<file path="config.mk">
export PLATFORM = sky130hd
export DESIGN_NAME = ps2_rx_event
export DESIGN_NICKNAME = d
export VERILOG_FILES = /design/src/rtl/ps2_pkg.sv /design/src/rtl/sync_fifo.sv /design/src/rtl/ps2_rx_event.sv
export SDC_FILE = /design/constraint.sdc
export NUM_CORES = 1
export LEC_CHECK = 0
export BUFFER_PORTS_ARGS = -buffer_cell sky130_fd_sc_hd__buf_4
export CORE_MARGIN = 3
export CORE_UTILIZATION = 38
export CTS_CLUSTER_DIAMETER = 120
export DETAILED_ROUTE_END_ITERATION = 8
export GPL_TIMING_DRIVEN = 0
export HOLD_SLACK_MARGIN = 0.03
export MAX_ROUTING_LAYER = met4
export PLACE_DENSITY = 0.52
export SLEW_MARGIN = 20
export SYNTH_ARGS = -nofsm -noshare
export SYNTH_HDL_FRONTEND = slang
export SYNTH_HIERARCHICAL = 1
export SYNTH_SLANG_ARGS = --single-unit
</file>
<file path="constraint.sdc">
create_clock -name clk -period 8.1 [get_ports clk]
set_input_delay 1.215 -clock clk [delete_from_list [all_inputs] [get_ports clk]]
set_output_delay 1.215 -clock clk [all_outputs]
set_load 0.1 [all_outputs]
</file>
<file path="src/rtl/ps2_pkg.sv">
// Shared PS/2 receive definitions: frame constants, receiver states and the event record.
`timescale 1ns/1ps
package ps2_pkg;

    localparam int          PS2_FRAME_BITS = 11;
    localparam logic [7:0]  PS2_EXT_CODE   = 8'hE0;
    localparam logic [7:0]  PS2_BREAK_CODE = 8'hF0;

    typedef enum logic [1:0] {
        IDLE,
        RECV,
        CHECK
    } rx_state_t;

    typedef struct packed {
        logic       ext;
        logic       brk;
        logic [7:0] code;
    } ps2_event_t;

    function automatic logic is_prefix(input logic [7:0] code);
        return (code == PS2_EXT_CODE) || (code == PS2_BREAK_CODE);
    endfunction

endpackage

</file>
<file path="src/rtl/sync_fifo.sv">
// Single-clock FIFO with occupancy count, overflow pulse and pop-while-full passthrough.
`timescale 1ns/1ps
module sync_fifo #(
    parameter int WIDTH = 8,
    parameter int DEPTH = 8
) (
    input  logic                     clk,
    input  logic                     reset,
    input  logic                     push,
    input  logic [WIDTH-1:0]         push_data,
    input  logic                     pop,
    output logic [WIDTH-1:0]         head,
    output logic                     full,
    output logic                     empty,
    output logic [$clog2(DEPTH):0]   count,
    output logic                     overflow
);

    localparam int AW = $clog2(DEPTH);
    localparam int CW = AW + 1;

    logic [WIDTH-1:0] mem [DEPTH];
    logic [AW-1:0]    wr_ptr;
    logic [AW-1:0]    rd_ptr;
    logic             do_push;
    logic             do_pop;

    assign full    = (count == CW'(DEPTH));
    assign empty   = (count == '0);
    assign do_pop  = pop & ~empty;
    assign do_push = push & (~full | do_pop);

    // NOTE: sequential state uses <= so every register samples pre-edge values regardless of statement order.
    always_ff @(posedge clk or posedge reset) begin
        if (reset) begin
            wr_ptr   <= '0;
            rd_ptr   <= '0;
            count    <= '0;
            overflow <= 1'b0;
        end else begin
            overflow <= push & ~do_push;
            if (do_push) wr_ptr <= wr_ptr + 1'b1;
            if (do_pop)  rd_ptr <= rd_ptr + 1'b1;
            count <= count + CW'(do_push) - CW'(do_pop);
        end
    end

    // NOTE: storage is not reset; the pointers and count define what is valid, and head is masked when empty.
    always_ff @(posedge clk) begin
        if (do_push) mem[wr_ptr] <= push_data;
    end

    assign head = empty ? '0 : mem[rd_ptr];

endmodule

</file>
<file path="src/rtl/ps2_rx_event.sv">
// PS/2 keyboard receiver: synchronise, filter, deserialise, validate and fold E0/F0 prefixes
// into make/break events queued in a FIFO.
`timescale 1ns/1ps
module ps2_rx_event
    import ps2_pkg::*;
#(
    parameter int SYNC_STAGES    = 2,
    parameter int FILTER_LEN     = 4,
    parameter int TIMEOUT_CYCLES = 20000,
    parameter int FIFO_DEPTH     = 8
) (
    input  logic                          clk,
    input  logic                          reset,
    input  logic                          PS2clk,
    input  logic                          key_data,
    output logic                          evt_valid,
    input  logic                          evt_ready,
    output logic [7:0]                    evt_code,
    output logic                          evt_ext,
    output logic                          evt_break,
    output logic                          frame_err,
    output logic                          overflow,
    output logic [$clog2(FIFO_DEPTH):0]   fifo_count
);

    localparam int FW = $clog2(FILTER_LEN + 1);
    localparam int TW = $clog2(TIMEOUT_CYCLES);

    logic [SYNC_STAGES-1:0] clk_sync;
    logic [SYNC_STAGES-1:0] data_sync;
    logic                   clk_s;
    logic                   data_s;

    always_ff @(posedge clk or posedge reset) begin
        if (reset) begin
            clk_sync  <= '1;
            data_sync <= '1;
        end else begin
            clk_sync  <= {clk_sync[SYNC_STAGES-2:0], PS2clk};
            data_sync <= {data_sync[SYNC_STAGES-2:0], key_data};
        end
    end

    assign clk_s  = clk_sync[SYNC_STAGES-1];
    assign data_s = data_sync[SYNC_STAGES-1];

    // The filter counts consecutive samples that disagree with the filtered level.
    logic [FW-1:0] filt_cnt;
    logic          filt_clk;
    logic          fall;

    always_ff @(posedge clk or posedge reset) begin
        if (reset) begin
            filt_cnt <= '0;
            filt_clk <= 1'b1;
            fall     <= 1'b0;
        end else begin
            fall <= 1'b0;
            if (clk_s == filt_clk) begin
                filt_cnt <= '0;
            end else if (filt_cnt == FW'(FILTER_LEN - 1)) begin
                filt_clk <= clk_s;
                filt_cnt <= '0;
                fall     <= ~clk_s;
            end else begin
                filt_cnt <= filt_cnt + 1'b1;
            end
        end
    end

    rx_state_t                   state;
    logic [3:0]                  bitcnt;
    logic [PS2_FRAME_BITS-1:1]   frame;
    logic [TW-1:0]               tmo_cnt;
    logic                        ext_f;
    logic                        brk_f;
    logic [7:0]                  code;
    logic                        frame_ok;
    logic                        push;
    ps2_event_t                  push_evt;

    // NOTE: every always_comb output gets a default first so no path can infer a latch.
    always_comb begin
        code     = frame[8:1];
        frame_ok = (^frame[9:1]) & frame[10];
        push     = 1'b0;
        push_evt = '{ext: ext_f, brk: brk_f, code: code};
        if (state == CHECK && frame_ok && !is_prefix(code)) push = 1'b1;
    end

    always_ff @(posedge clk or posedge reset) begin
        if (reset) begin
            state     <= IDLE;
            bitcnt    <= '0;
            frame     <= '0;
            tmo_cnt   <= '0;
            ext_f     <= 1'b0;
            brk_f     <= 1'b0;
            frame_err <= 1'b0;
        end else begin
            frame_err <= 1'b0;
            case (state)
                IDLE: begin
                    tmo_cnt <= '0;
                    if (fall) begin
                        if (data_s) begin
                            frame_err <= 1'b1;
                        end else begin
                            state  <= RECV;
                            bitcnt <= 4'd1;
                        end
                    end
                end
                RECV: begin
                    if (fall) begin
                        frame[bitcnt] <= data_s;
                        bitcnt        <= bitcnt + 1'b1;
                        tmo_cnt       <= '0;
                        if (bitcnt == 4'(PS2_FRAME_BITS - 1)) state <= CHECK;
                    end else if (tmo_cnt == TW'(TIMEOUT_CYCLES - 1)) begin
                        state     <= IDLE;
                        frame_err <= 1'b1;
                        ext_f     <= 1'b0;
                        brk_f     <= 1'b0;
                    end else begin
                        tmo_cnt <= tmo_cnt + 1'b1;
                    end
                end
                CHECK: begin
                    state <= IDLE;
                    if (!frame_ok) begin
                        frame_err <= 1'b1;
                        ext_f     <= 1'b0;
                        brk_f     <= 1'b0;
                    end else if (code == PS2_EXT_CODE) begin
                        ext_f <= 1'b1;
                    end else if (code == PS2_BREAK_CODE) begin
                        brk_f <= 1'b1;
                    end else begin
                        // Flags are consumed by this event even if the FIFO drops it.
                        ext_f <= 1'b0;
                        brk_f <= 1'b0;
                    end
                end
                default: state <= IDLE;
            endcase
        end
    end

    ps2_event_t fifo_head;
    logic       fifo_full;
    logic       fifo_empty;

    sync_fifo #(
        .WIDTH ($bits(ps2_event_t)),
        .DEPTH (FIFO_DEPTH)
    ) u_fifo (
        .clk       (clk),
        .reset     (reset),
        .push      (push),
        .push_data (push_evt),
        .pop       (evt_ready),
        .head      (fifo_head),
        .full      (fifo_full),
        .empty     (fifo_empty),
        .count     (fifo_count),
        .overflow  (overflow)
    );

    assign evt_valid = ~fifo_empty;
    assign evt_code  = fifo_head.code;
    assign evt_ext   = fifo_head.ext;
    assign evt_break = fifo_head.brk;

endmodule

</file>
==> After elaboration in Yosys (flattened, before gate mapping) <==
Memory sizes are Yosys's and may differ from the RTL's.
Cells that the tools add are included.
{ "word_totals": {"register_bits": 54, "ram_bits": 80, "output_inout_bits": 17, "memories": 1} }
{ "mem_list": {"columns": ["memory", "depth", "width", "read_ports", "rd_ports_with_merged_regs", "wr", "line", "rtl"], "rows": [
  ["u_fifo.mem", 8, 10, 1, 0, 1, "sync_fifo.sv:22", "logic [WIDTH-1:0] mem [DEPTH];"]
]} }
{ "op_classes": {"n_addsub": 7, "magnitude_cmp": 2, "eq_ne": 19, "n_mux": 40, "n_bitwise": 10, "n_reduce_logical": 17} }
{ "op_table": {"columns": ["operator", "count"], "rows": [
  ["$mux W15", 2],
  ["$pmux W15 S2", 1],
  ["$mux W1", 19],
  ["$eq A8 B8 Y1 const B", 2],
  ["$reduce_and A4 Y1", 4],
  ["$add A15 B1 Y15 const B", 1],
  ["$eq A15 B15 Y1 const B", 1],
  ["$mux W4", 3],
  ["$ne A3 B3 Y1 const B", 4],
  ["$bwmux W10", 1],
  ["$mux W10", 1],
  ["$mux W2", 5],
  ["$ne A2 B2 Y1 const B", 5],
  ["$add A3 B1 Y3 const B", 3],
  ["$reduce_xor A9 Y1", 1],
  ["$eq A4 B4 Y1 const B", 2],
  ["$pmux W4 S2", 1],
  ["$mux W3", 2],
  ["$reduce_and A2 Y1", 3],
  ["$lt A4 B5 Y1 const B", 1],
  ["$not A1 Y1", 5],
  ["$add A4 B1 Y4", 1],
  ["$add A4 B1 Y4 const B", 1],
  ["$and A1 B1 Y1", 4],
  ["18 further kinds", 22]
]} }

==> Longest topological paths before layout <==
Gate-level depths: netlist of the first run.
{ "depth": {"depth_word": 8, "depth_mapped": 12} }

==> Hierarchy <==
The synthesis of the first run kept the hierarchy.
{ "modules_own_cells": {"columns": ["mod", "n_inst", "cells_per_inst", "area_each_um2"], "rows": [
  ["sync_fifo", 1, 179, 3668.5],
  ["ps2_rx_event", 1, 217, 2304.7]
]} }

==> Least setup slack after synthesis of the first run <==
No wires, ideal clock.
{ "synth_path": {"path_type": "register to output", "start": "reg u_fifo.count[2]", "end": "out evt_break", "t_arrival_ps": 2684, "required_time_ps": 6885, "path_slack_ps": 4201, "stages_incl_launch_ff": 7, "cell_sequence": "dfrtp_1 -> inv_1 -> ha_1 -> or3b_4 -> inv_1 -> nor2_2 -> a22o_1"} }
{ "synth_via": {"elab_chain_len": 2} }
{ "synth_lines": {"columns": ["item", "line", "rtl"], "rows": [
  ["from (decl)", "sync_fifo.sv:15", "output logic [$clog2(DEPTH):0] count,"],
  ["from (signal assigned)", "sync_fifo.sv:44", "count <= count + CW'(do_push) - CW'(do_pop);"],
  ["$logic_not A4 Y1", "sync_fifo.sv:29", "assign empty = (count == '0);"],
  ["net fifo_empty", "ps2_rx_event.sv:152", "logic fifo_empty;"],
  ["$mux W10", "sync_fifo.sv:53", "assign head = empty ? '0 : mem[rd_ptr];"],
  ["to (decl)", "ps2_rx_event.sv:20", "output logic evt_break,"]
]} }
The timed path passes the listed nets, and every way through them passes these cells.

==> Final worst setup path of the first run <==
{ "layout_path": {"start": "reg frame[8] in the netlist's numbering", "end": "mem u_fifo/mem[7][1] in the netlist's numbering (enable)"} }
{ "layout_via": {"elab_chain_len": 8, "word_cells_on_any_way": 12, "classes_between": "eq/ne: 2; mux: 3; bitwise: 2; reduce/logical: 5"} }
{ "layout_lines": {"columns": ["item", "line", "rtl"], "rows": [
  ["from (decl)", "ps2_rx_event.sv:73", "logic [PS2_FRAME_BITS-1:1] frame;"],
  ["from (signal, indexed assignment)", "ps2_rx_event.sv:116", "frame[bitcnt] <= data_s;"],
  ["$reduce_xor A9 Y1 / $eq A8 B8 Y1 (equally long branches)", "ps2_rx_event.sv:85, ps2_pkg.sv:22", null],
  ["$and A1 B1 Y1 / $logic_or A1 B1 Y1 (equally long branches)", "ps2_rx_event.sv:85, ps2_pkg.sv:22", null],
  ["$logic_and A1 B1 Y1 / $logic_not A1 Y1 (equally long branches)", "ps2_rx_event.sv:88", "if (state == CHECK && frame_ok && !is_prefix(code)) push = 1'b1;"],
  ["$logic_and A1 B1 Y1 (*)", "ps2_rx_event.sv:88", null],
  ["$mux W1 (*)", "ps2_rx_event.sv:88", null],
  ["net push", "ps2_rx_event.sv:79", "logic push;"],
  ["$and A1 B1 Y1 (*)", "sync_fifo.sv:31", "assign do_push = push & (~full | do_pop);"],
  ["$mux W1 (*)", "sync_fifo.sv:50", "if (do_push) mem[wr_ptr] <= push_data;"],
  ["$mux W1 (implied by the code) (*)", "sync_fifo.sv:50", null],
  ["to (decl)", "sync_fifo.sv:22", null]
]} }
Mark *: on every way through the listed nets, which the timed path passes. The rest lies on a longest branch.

==> results.md, run 1 <==
* Top cells by area, synth: edfxtp_1, dfrtp_1, mux4_2
* Post-synthesis sequential area ratio at 0.629
* Routed vias at 3467
* Post-CTS Setup Inserts at 0
* Routed wire length at roughly 12000 um
* Final antenna-violating net count at 0
* Crit path launch type: flop
* Fin cells at roughly 670
* Worst hold path class: reg2reg
* Clk_lat worst skew at approximately 0.42 ns
* Vias in the first global route at 3658
* MaxCap Viol Count at 0
* Bufs on Longest Clock Path at 2
* Period utilization at 0.509
* Total power at 2.11 mW
* Vias/cell at 5.20
* Share of layout cells above drive strength 1 at 0.254
* Multi-input logic area at 2080 um2
* Worst slew pin tran at 1.07 ns
* Worst path buffer plus inverter count at 0
* Commonest non-fill, non-tap cell in the layout: edfxtp_1
* Cell area after synthesis at 5970 um2
* PostCTS Resize Cnt at 0
* Synth warnings at 6
* Seq cells post-synth at 134
* GP Congestion at 0.816
* Die area at around 17000 um2
* # hold bufs at CTS at 0
* Number of synthesized flops with an enable pin at 80
* HPWL after detailed placement at around 7800 um
* Routed WL per cell at 17.3 um
* Synth Instances at 396
* Arrival @ worst endpoint at 4.17 ns
* Most used DFF post-synth: edfxtp_1
* Die Height at 131 um
* Core Area at 15300 um2
* Cell count after placement at 635
* Worst slew margin at 0.282
* Post-synth top area cell: edfxtp_1
* Initial antenna violation count at 0
* RSZ-0062 raised after global routing: false
* Peak Freq at 0.243 GHz
* Die width at 131 um
* Crit-path max FO at 10
* Top cell type's share of synthesized area at 0.402
* Initial Utilization at 0.390
* NumNets Final at 467
* Critical path class: reg2reg
* Post-route cell area at 7040 um2
* Final Max Slew Viols at 0
* Crit path required time at 8.14 ns
* Register area at 3760 um2
* GRT Total Usage at 0.148
* Clock sinks at between 100 and 150
* Placed cell areas at 6480 um2
* Clk root buf: clkbuf_16
* Setup tns final at 0 ns
* Max IR drop VDD at 0.155 mV
* Area Overhead vs Synth at 17.9%
* Ys async rst share at 0.403
* Mapped Avg Cell Area at 15.1 um2
* Tmin final at 4.12 ns
* Syn_nets at 420
* H-Tree Depth at 4
* Kind of cell adding the most delay to the critical path: simple AND/OR/NAND/NOR gates
* Commonest non-fill, non-tap cells in the layout: edfxtp_1, dfrtp_1, buf_4, inv_1, nand2_1
* Netlist cell types at 61
* Endpoints failing hold at 0
* Cell Chain, Critical Path: ha_1, xnor3_1, xnor2_1, and2_1, nor3b_1, o211ai_1, nor2_1
* PortBufs at 21
* Critical Path End Type: flop
* Global-route wire length before repair at between 15000 and 20000 um
* # setup viols final at 0
* Pin count of the biggest net entering global routing at 30
* Status: finished clean
* Residual DRC count at 0
* GR Overflow Total at 0
* P_leak at 2.65 nW
* Initial DRC Count at 179
* Clock Skews at 0.00927 ns
* Top Ports at 22
* Cell Rows at 45
* Reg clk slew, reported paths at 0.06 ns
* DR pass1 iterations at 4
* CP max-delay cell: nor2_1
* Total of fill cells in the finished design at 1405
* Antenna cells at 0
* CTS Buf Count at 17
* CTS tree: built
* Power Density at between 300 and 400 nW/um2
* Crit path largest cell delay at about 0.9 ns
final cells by class:
type                    instances  area share
clock buffers                  18      0.0609
repair buffers                 28      0.0313
plain buffers                  11     0.00995
well taps                     211      0.0375
clock inverters                14      0.0185
multi-input cells             227       0.295
inverters                      24      0.0128
flip-flops and latches        134       0.534
report_power, final:
group	internal (mW)	switching (mW)	leakage, nW
sequential	0.756	0.0348	1.42
clock	0.423	0.295	0.261
combinational	0.181	0.423	0.968
total	1.36	0.753	2.65
cell usage after synthesis, types with 6 or more instances:
cell / n
mux2_2: 13
nand4_1: 6
nor2b_1: 7
edfxtp_1: 80
nor2_1: 13
dfrtp_1: 49
nand2_1: 19
a21oi_1: 8
o31ai_1: 6
ha_1: 18
nand3_1: 11
nor3_1: 7
inv_1: 24
nand2b_1: 8
xnor2_1: 11
mux4_2: 15
a22o_1: 13
through the flow:
stage                     hold WS (ns)  setup slack [ns]  utilization
after CTS                        0.355              3.88        0.460
after detailed placement         0.347              3.91        0.423
final                            0.355              3.98        0.460
after global placement           0.346              3.11        0.418
after global routing             0.363              3.64        0.460
after floorplan                  0.345              4.20            -
worst reg2reg max path, delay by kind of cell (launching register included):
family	cells	cell delay [ns]
adders and majority gates	1	0.32
xor gates and xnor gates	2	0.65
and+or+nand+nor	3	1.87
DFF	1	0.54
AOI/OAI and AO/OA	1	0.36
path summary, 6_finish.rpt:
kind	slack (ns)	from	endpoint	cells past startpoint
max in group asynchronous	6.78	reset	data_sync[0]	3
worst min-delay path	0.35	data_sync[0]	data_sync[1]	0
min in group asynchronous	0.77	reset	tmo_cnt[12]	2
worst max-delay path	3.98	frame[8]	u_fifo/mem[7][1]	7
worst max register to register	3.98	frame[8]	u_fifo/mem[7][1]	7
worst min register to register	0.35	data_sync[0]	data_sync[1]	0
per-layer routing:
metal | wire [um] | up-vias | global-route usage
li1 | - | 1629 | -
met1 | 5520 | 1772 | 0.194
met2 | 5440 | 54 | 0.224
met3 | 392 | 12 | 0.0391
met4 | 152 | 0 | 0.0543
met5 | 0 | - | -
sequential cells by signal (all words and copies together), names as in the netlist, 2 cells and up:
name	flops
u_fifo/mem	80
data_sync	2
frame	10
bitcnt	4
u_fifo/wr_ptr	3
clk_sync	2
filt_cnt	3
tmo_cnt	15
u_fifo/rd_ptr	3
state	2
u_fifo/count	4
kinds of logic (layout without fill, tap and decap cells):
group | Yosys count | in the layout | synth area share
buffers and inverters | 35 | 95 | 0.0268
AOI/OAI and AO/OA | 49 | 49 | 0.0622
muxes | 36 | 36 | 0.109
adders and majority gates | 19 | 19 | 0.0411
and+or+nand+nor | 110 | 110 | 0.110
DFF | 134 | 134 | 0.629
xor gates and xnor gates | 13 | 13 | 0.0214
Power figures use the tool's default switching activity.
==> run 2: changes to the inputs <==
--- a/config.mk
+++ b/config.mk
@@ -13,7 +13,7 @@
 export GPL_TIMING_DRIVEN = 0
 export HOLD_SLACK_MARGIN = 0.03
 export MAX_ROUTING_LAYER = met4
-export PLACE_DENSITY = 0.52
+export PLACE_DENSITY = 0.54
 export SLEW_MARGIN = 20
 export SYNTH_ARGS = -nofsm -noshare
 export SYNTH_HDL_FRONTEND = slang
==> constraint.sdc (replaced) <==
create_clock -name clk -period 3.68 [get_ports clk]
set_input_delay 0.552 -clock clk [delete_from_list [all_inputs] [get_ports clk]]
set_output_delay 0.552 -clock clk [all_outputs]
set_load 0.1 [all_outputs]
==> run 2 against run 1 <==
  * Non-clock buffer count did not move
  * Total power rose by 120%
  * Flip-flop and latch count did not move
  * Maximum frequency rose by 18%
  * Final area rose by 1.7%
  * Sequential power rose by 120%
  * Clock skew fell by 0.0042 ns
  * Global-route usage rose by 0.15 points
  * Critical endpoint is now u_fifo/mem[5][8]
==> results.md, run 2 (synthesis gave the netlist of run 1 again) <==
* Crit path launch type: flop
* FF-to-FF Start: frame[8]
* Period utilization at 0.953
* Commonest non-fill, non-tap cell in the layout: edfxtp_1
* P_leak at between 2 and 3 nW
* Hold slack at roughly 0.12 ns
* Die Height at 131 um
* RSZ-0062 raised after global routing: true
* Vias in the first global route at 3583
* Cell Rows at 45
* FF-to-FF setup slack at 0.17 ns
* H-Tree Depth at 4
* Area Overhead vs Synth at 19.9%
* Clk root buf: clkbuf_16
* Crit path required time at 3.72 ns
* Reg clk slew, reported paths at about 0.060 ns
* DR pass1 iterations at 4
* GRT Total Usage at 0.149
* Psw at 1.56 mW
* Die width at ~130 um
* Worst slew pin tran at 0.716 ns
* MaxCap Viol Count at 0
* Worst hold path class: in2async
* GP Congestion at around 0.8
* Post-route setup slack at 0.174 ns
* Total of fill cells in the finished design at 1394
* Clock power frac at 0.379
* GR Overflow Total at 0
* Critical path class: reg2reg
* Combinational power share at 0.253
* Routed wire length at 11800 um
* Top reg by flops: u_fifo/mem
* Critical Path End Type: flop
* PortBufs at 21
* Final antenna-violating net count at 0
* Register area at 3760 um2
* CTS tree: built
* Share of layout cells above drive strength 1 at 0.263
* R2R depth at 7
* NumNets Final at 467
* Setup tns final at 0 ns
* # hold bufs at CTS at 0
* Global-route wire length before repair at ~19000 um
* # setup viols final at 0
* Residual DRC count at 0
* Power Density at 661 nW/um2
* Status: finished clean
* Initial DRC Count at 163
* Tmin final at between 3 and 4 ns
* Clock sinks at ~130
* Worst slew margin at 0.522
* Commonest non-fill, non-tap cells in the layout: edfxtp_1, dfrtp_1, inv_1, buf_4, nand2_1
* Placed cell areas at 6500 um2
* Final Max Slew Viols at 0
* Clk_lat worst skew at 0.41 ns
* Clock Skews at roughly 0.0051 ns
* Max IR drop VDD at 0.340 mV
* Die area at 17300 um2
* R2r endpoint: u_fifo/mem[5][8]
* Total power at 4.73 mW
* Biggest regs: u_fifo/mem: 80 flops, tmo_cnt: 15 flops, frame: 10 flops
* Bufs on Longest Clock Path at 2
* Cell count after placement at 635
* Fin cells at 667
* Peak Freq at 0.285 GHz
* Vias/cell at 5.23
* Initial Utilization at 0.390
* Crit-path max FO at 10
* Placement Setup Slack at -0.686 ns
* Pin count of the biggest net entering global routing at 30
* Sw frac at 0.329
* Top Ports at 22
* Sequential power share at 0.369
* Multi-input logic area at 2110 um2
* Post-route cell area at just over 7000 um2
* Endpoints failing hold at 0
* HPWL after detailed placement at 8010 um
* CTS Buf Count at 17
* Finished Core Util at 0.468
* Internal power at between 3 and 4 mW
* Max reg flops at 80
* Routed vias at 3487
* Core Area at 15300 um2
* Antenna cells at 0
* Routed WL per cell at 17.7 um
* Initial antenna violation count at 0
* Arrival @ worst endpoint at 3.55 ns
[run 2: cell types whose count changed in the layout (fill, tap and decap cells not counted), sizes merged]
| cell | before | now |
|---|---|---|
| inv | 26 | 28 |
| clkinv | 7 | 3 |
| clkinvlp | 4 | 3 |
| bufinv | 1 | 4 |
[run 2: worst max-delay path: stages, from the launching register on]
cell,delay [ns]
dfrtp_1,0.55
ha_1,0.31
xnor3_1,0.35
xnor2_1,0.27
and2_1,0.22
nor3b_4,0.37
o211ai_1,0.37
nor2_2,0.68
[run 2: power groups by stage]
| stage | Combinational (mW) | Sequential (mW) | Clock [mW] |
|---|---|---|---|
| after floorplan | 0.779 | 1.92 | 0 |
| after global placement | 1.20 | 1.77 | 0 |
| after detailed placement | 1.22 | 1.78 | 0 |
| after CTS | 1.22 | 1.75 | 1.84 |
| after global routing | 1.29 | 1.76 | 1.91 |
| final | 1.20 | 1.74 | 1.79 |
[run 2: worst max-delay path by stage]
stage | start | to | slack (ns) | depth (start not counted)
after CTS | frame[8] | u_fifo/mem[7][1] | 0.02 | 7
final | frame[8] | u_fifo/mem[5][8] | 0.17 | 7
after detailed placement | frame[8] | u_fifo/mem[7][0] | -0.69 | 7
after global routing | frame[8] | u_fifo/mem[5][5] | -0.03 | 7
after global placement | frame[8] | u_fifo/mem[0][0] | -1.30 | 7
after floorplan | frame[7] | u_fifo/mem[0][0] | 0.11 | 7
[run 2: routing by layer]
| layer | global-route usage | vias to the layer above | wire (um) |
|---|---|---|---|
| li1 | - | 1628 | - |
| met1 | 0.185 | 1789 | 5280 |
| met2 | 0.240 | 53 | 5950 |
| met3 | 0.0345 | 17 | 393 |
| met4 | 0.0595 | 0 | 182 |
| met5 | - | - | 0 |
[run 2: cell type report]
| cell class | instances | area share |
|---|---|---|
| plain buffers | 11 | 0.00979 |
| clock buffers | 18 | 0.0599 |
| clock inverters | 14 | 0.0278 |
| inverters | 24 | 0.0126 |
| multi-input cells | 227 | 0.295 |
| flip-flops and latches | 134 | 0.525 |
| well taps | 211 | 0.0369 |
| repair buffers | 28 | 0.0334 |
[run 2: repair_timing]
item | in CTS | in global routing
gates resized for setup | 4 | 3
setup endpoints to repair | 70 | 48
buffers inserted | 0 | 0
==> run 3: changes to the inputs <==
--- a/config.mk
+++ b/config.mk
@@ -8,6 +8,7 @@
 export BUFFER_PORTS_ARGS = -buffer_cell sky130_fd_sc_hd__buf_4
 export CORE_MARGIN = 3
 export CORE_UTILIZATION = 38
+export CTS_BUF_LIST = sky130_fd_sc_hd__clkbuf_2
 export CTS_CLUSTER_DIAMETER = 120
 export DETAILED_ROUTE_END_ITERATION = 8
 export GPL_TIMING_DRIVEN = 0
==> run 3 against run 2 <==
  * Highest routed layer unchanged
  * Maximum frequency shrank 0.16%
  * Combinational power is essentially flat
  * Global-route usage shrank 0.26 points
  * Largest cell class unchanged
  * Critical path type unchanged
==> results.md, run 3 (synthesis gave the netlist of run 1 again) <==
* Status: finished clean
* Crit path largest cell delay at 0.65 ns
* Critical Path End Type: flop
* CTS Buf Count at 17
* Period utilization at 0.954
* GRT Total Usage at 0.147
* Share of layout cells above drive strength 1 at 0.264
* Commonest non-fill, non-tap cell in the layout: edfxtp_1
* Kind of cell adding the most delay to the critical path: simple AND/OR/NAND/NOR gates
* Setup tns final at 0 ns
* Sw frac at 0.372
* Die Height at approximately 130 um
* Combinational power share at 0.303
* CP max-delay cell: nor2_2
* DR pass1 iterations at 4
* Cell count after placement at 635
* Endpoints failing hold at 0
* Max IR drop VDD at 0.299 mV
* Antenna cells at 0
* Reg clk slew, reported paths at 0.21 ns
* Area Overhead vs Synth at 14.7%
* Post-CTS Setup Inserts at 0
* Sequential power share at 0.439
* Bufs on Longest Clock Path at 2
* GP Congestion at about 0.80
* Hold slack at between 0.15 and 0.2 ns
* Internal power at 2.49 mW
* Crit-path max FO at 10
* Psw at 1.48 mW
* Top Ports at 22
* Worst slew pin tran at between 0.7 and 0.8 ns
* MaxCap Viol Count at 0
* Global-route wire length before repair at 19100 um
* Residual DRC count at 0
* Initial DRC Count at 179
* Clk root buf: clkbuf_2
* Clock power frac at 0.258
* Initial antenna violation count at 0
* RSZ-0062 raised after global routing: true
* Max reg flops at 80
* Worst hold path class: in2reg
* Peak Freq at 0.285 GHz
* CTS tree: built
* Commonest non-fill, non-tap cells in the layout: edfxtp_1, dfrtp_1, inv_1, buf_4, nand2_1
* Finished Core Util at 0.447
* Worst slew margin at 0.515
* NumNets Final at between 400 and 500
* Post-route setup slack at 0.168 ns
* Top reg by flops: u_fifo/mem
* Clock Skews at 0.0261 ns
* Power Density at 579 nW/um2
* Clk_lat worst skew at around 0.7 ns
* Fin cells at 670
* Cell Chain, Critical Path: ha_1, xnor3_1, xnor2_1, and2_1, nor3b_4, o211ai_1, nor2_2
* Pin count of the biggest net entering global routing at 30
* Biggest regs: u_fifo/mem: 80 flops, tmo_cnt: 15 flops, frame: 10 flops
* Tmin final at 3.51 ns
* Core Area at 15300 um2
* GR Overflow Total at 0
* Worst path buffer plus inverter count at 0
* Routed vias at approximately 3500
* H-Tree Depth at 4
* Critical path class: reg2reg
* Placement Setup Slack at -0.686 ns
* Routed WL per cell at 17.5 um
* PortBufs at 21
* Crit path required time at 4.03 ns
* Vias in the first global route at 3556
* P_leak at 2.64 nW
* Die area at 17300 um2
* # setup viols final at 0
* Initial Utilization at 0.390
* Crit path launch type: flop
* Clock sinks at 134
* Final antenna-violating net count at 0
* Arrival @ worst endpoint at 3.86 ns
* Routed wire length at 11700 um
* Die width at 131 um
* Cell Rows at 45
* Final Max Slew Viols at 0
* Vias/cell at 5.18
* HPWL after detailed placement at between 8000 and 9000 um
-- run 3: cell count changes in the layout (fill, tap and decap cells not counted) --
cell | previous run | this run
clkbuf_16 | 17 | 0
clkbuf_2 | 0 | 18
clkbuf_1 | 6 | 5
dlygate4sd3_1 | 0 | 3
-- run 3: power by group through the flow --
stage | registers (mW) | logic [mW] | clock network [mW]
after global placement | 1.77 | 1.20 | 0
final | 1.74 | 1.20 | 1.02
after CTS | 1.74 | 1.22 | 1.07
after global routing | 1.76 | 1.29 | 1.13
after floorplan | 1.92 | 0.779 | 0
after detailed placement | 1.78 | 1.22 | 0
-- run 3: repair_timing --
item / in CTS / in global routing
endpoints found under the hold margin: 27 / 0
endpoints found under the setup margin: 73 / 48
resized for setup: 4 / 3
hold buffers: 3 / 0
-- run 3: final cells by class --
cell class / count / area [um2]
plain buffers: 11 / 70.1
clock buffers: 18 / 90.1
clock inverters: 14 / 199
fillers: 1427 / 8460
inverters: 24 / 90.1
multi-input cells: 227 / 2110
flip-flops and latches: 134 / 3760
well taps: 211 / 264
repair buffers: 31 / 269
-- run 3: path summary, 6_finish.rpt --
check	startpoint	endpoint	slack [ns]	cells after the start
max in group asynchronous	reset	data_sync[1]	2.76	4
setup / recovery	frame[8]	u_fifo/mem[3][1]	0.17	7
hold / removal	evt_ready	u_fifo/rd_ptr[2]	0.15	3
setup reg to reg	frame[8]	u_fifo/mem[3][1]	0.17	7
hold reg to reg	data_sync[0]	data_sync[1]	0.37	0
min in group asynchronous	reset	tmo_cnt[12]	0.35	3
-- run 3: metal layers --
| layer | part of all wire | global-route usage | vias up |
|---|---|---|---|
| met5 | 0 | - | - |
| met4 | 0.0090 | 0.0426 | 0 |
| met3 | 0.046 | 0.0406 | 9 |
| met2 | 0.51 | 0.240 | 59 |
| met1 | 0.44 | 0.181 | 1766 |
| li1 | - | - | 1638 |
-- run 3: worst reg2reg max path: stages, from the launching register on --
cell,delay [ns]
dfrtp_1,0.59
ha_1,0.31
xnor3_1,0.35
xnor2_1,0.27
and2_1,0.22
nor3b_4,0.38
o211ai_1,0.38
nor2_2,0.65
-- run 3: stage by stage --
step / area, um2 / total power, mW
after floorplan: 5970 / 2.70
after global placement: 6390 / 2.97
after detailed placement: 6500 / 2.99
after CTS: 6830 / 4.04
after global routing: 6850 / 4.18
final: 6850 / 3.97
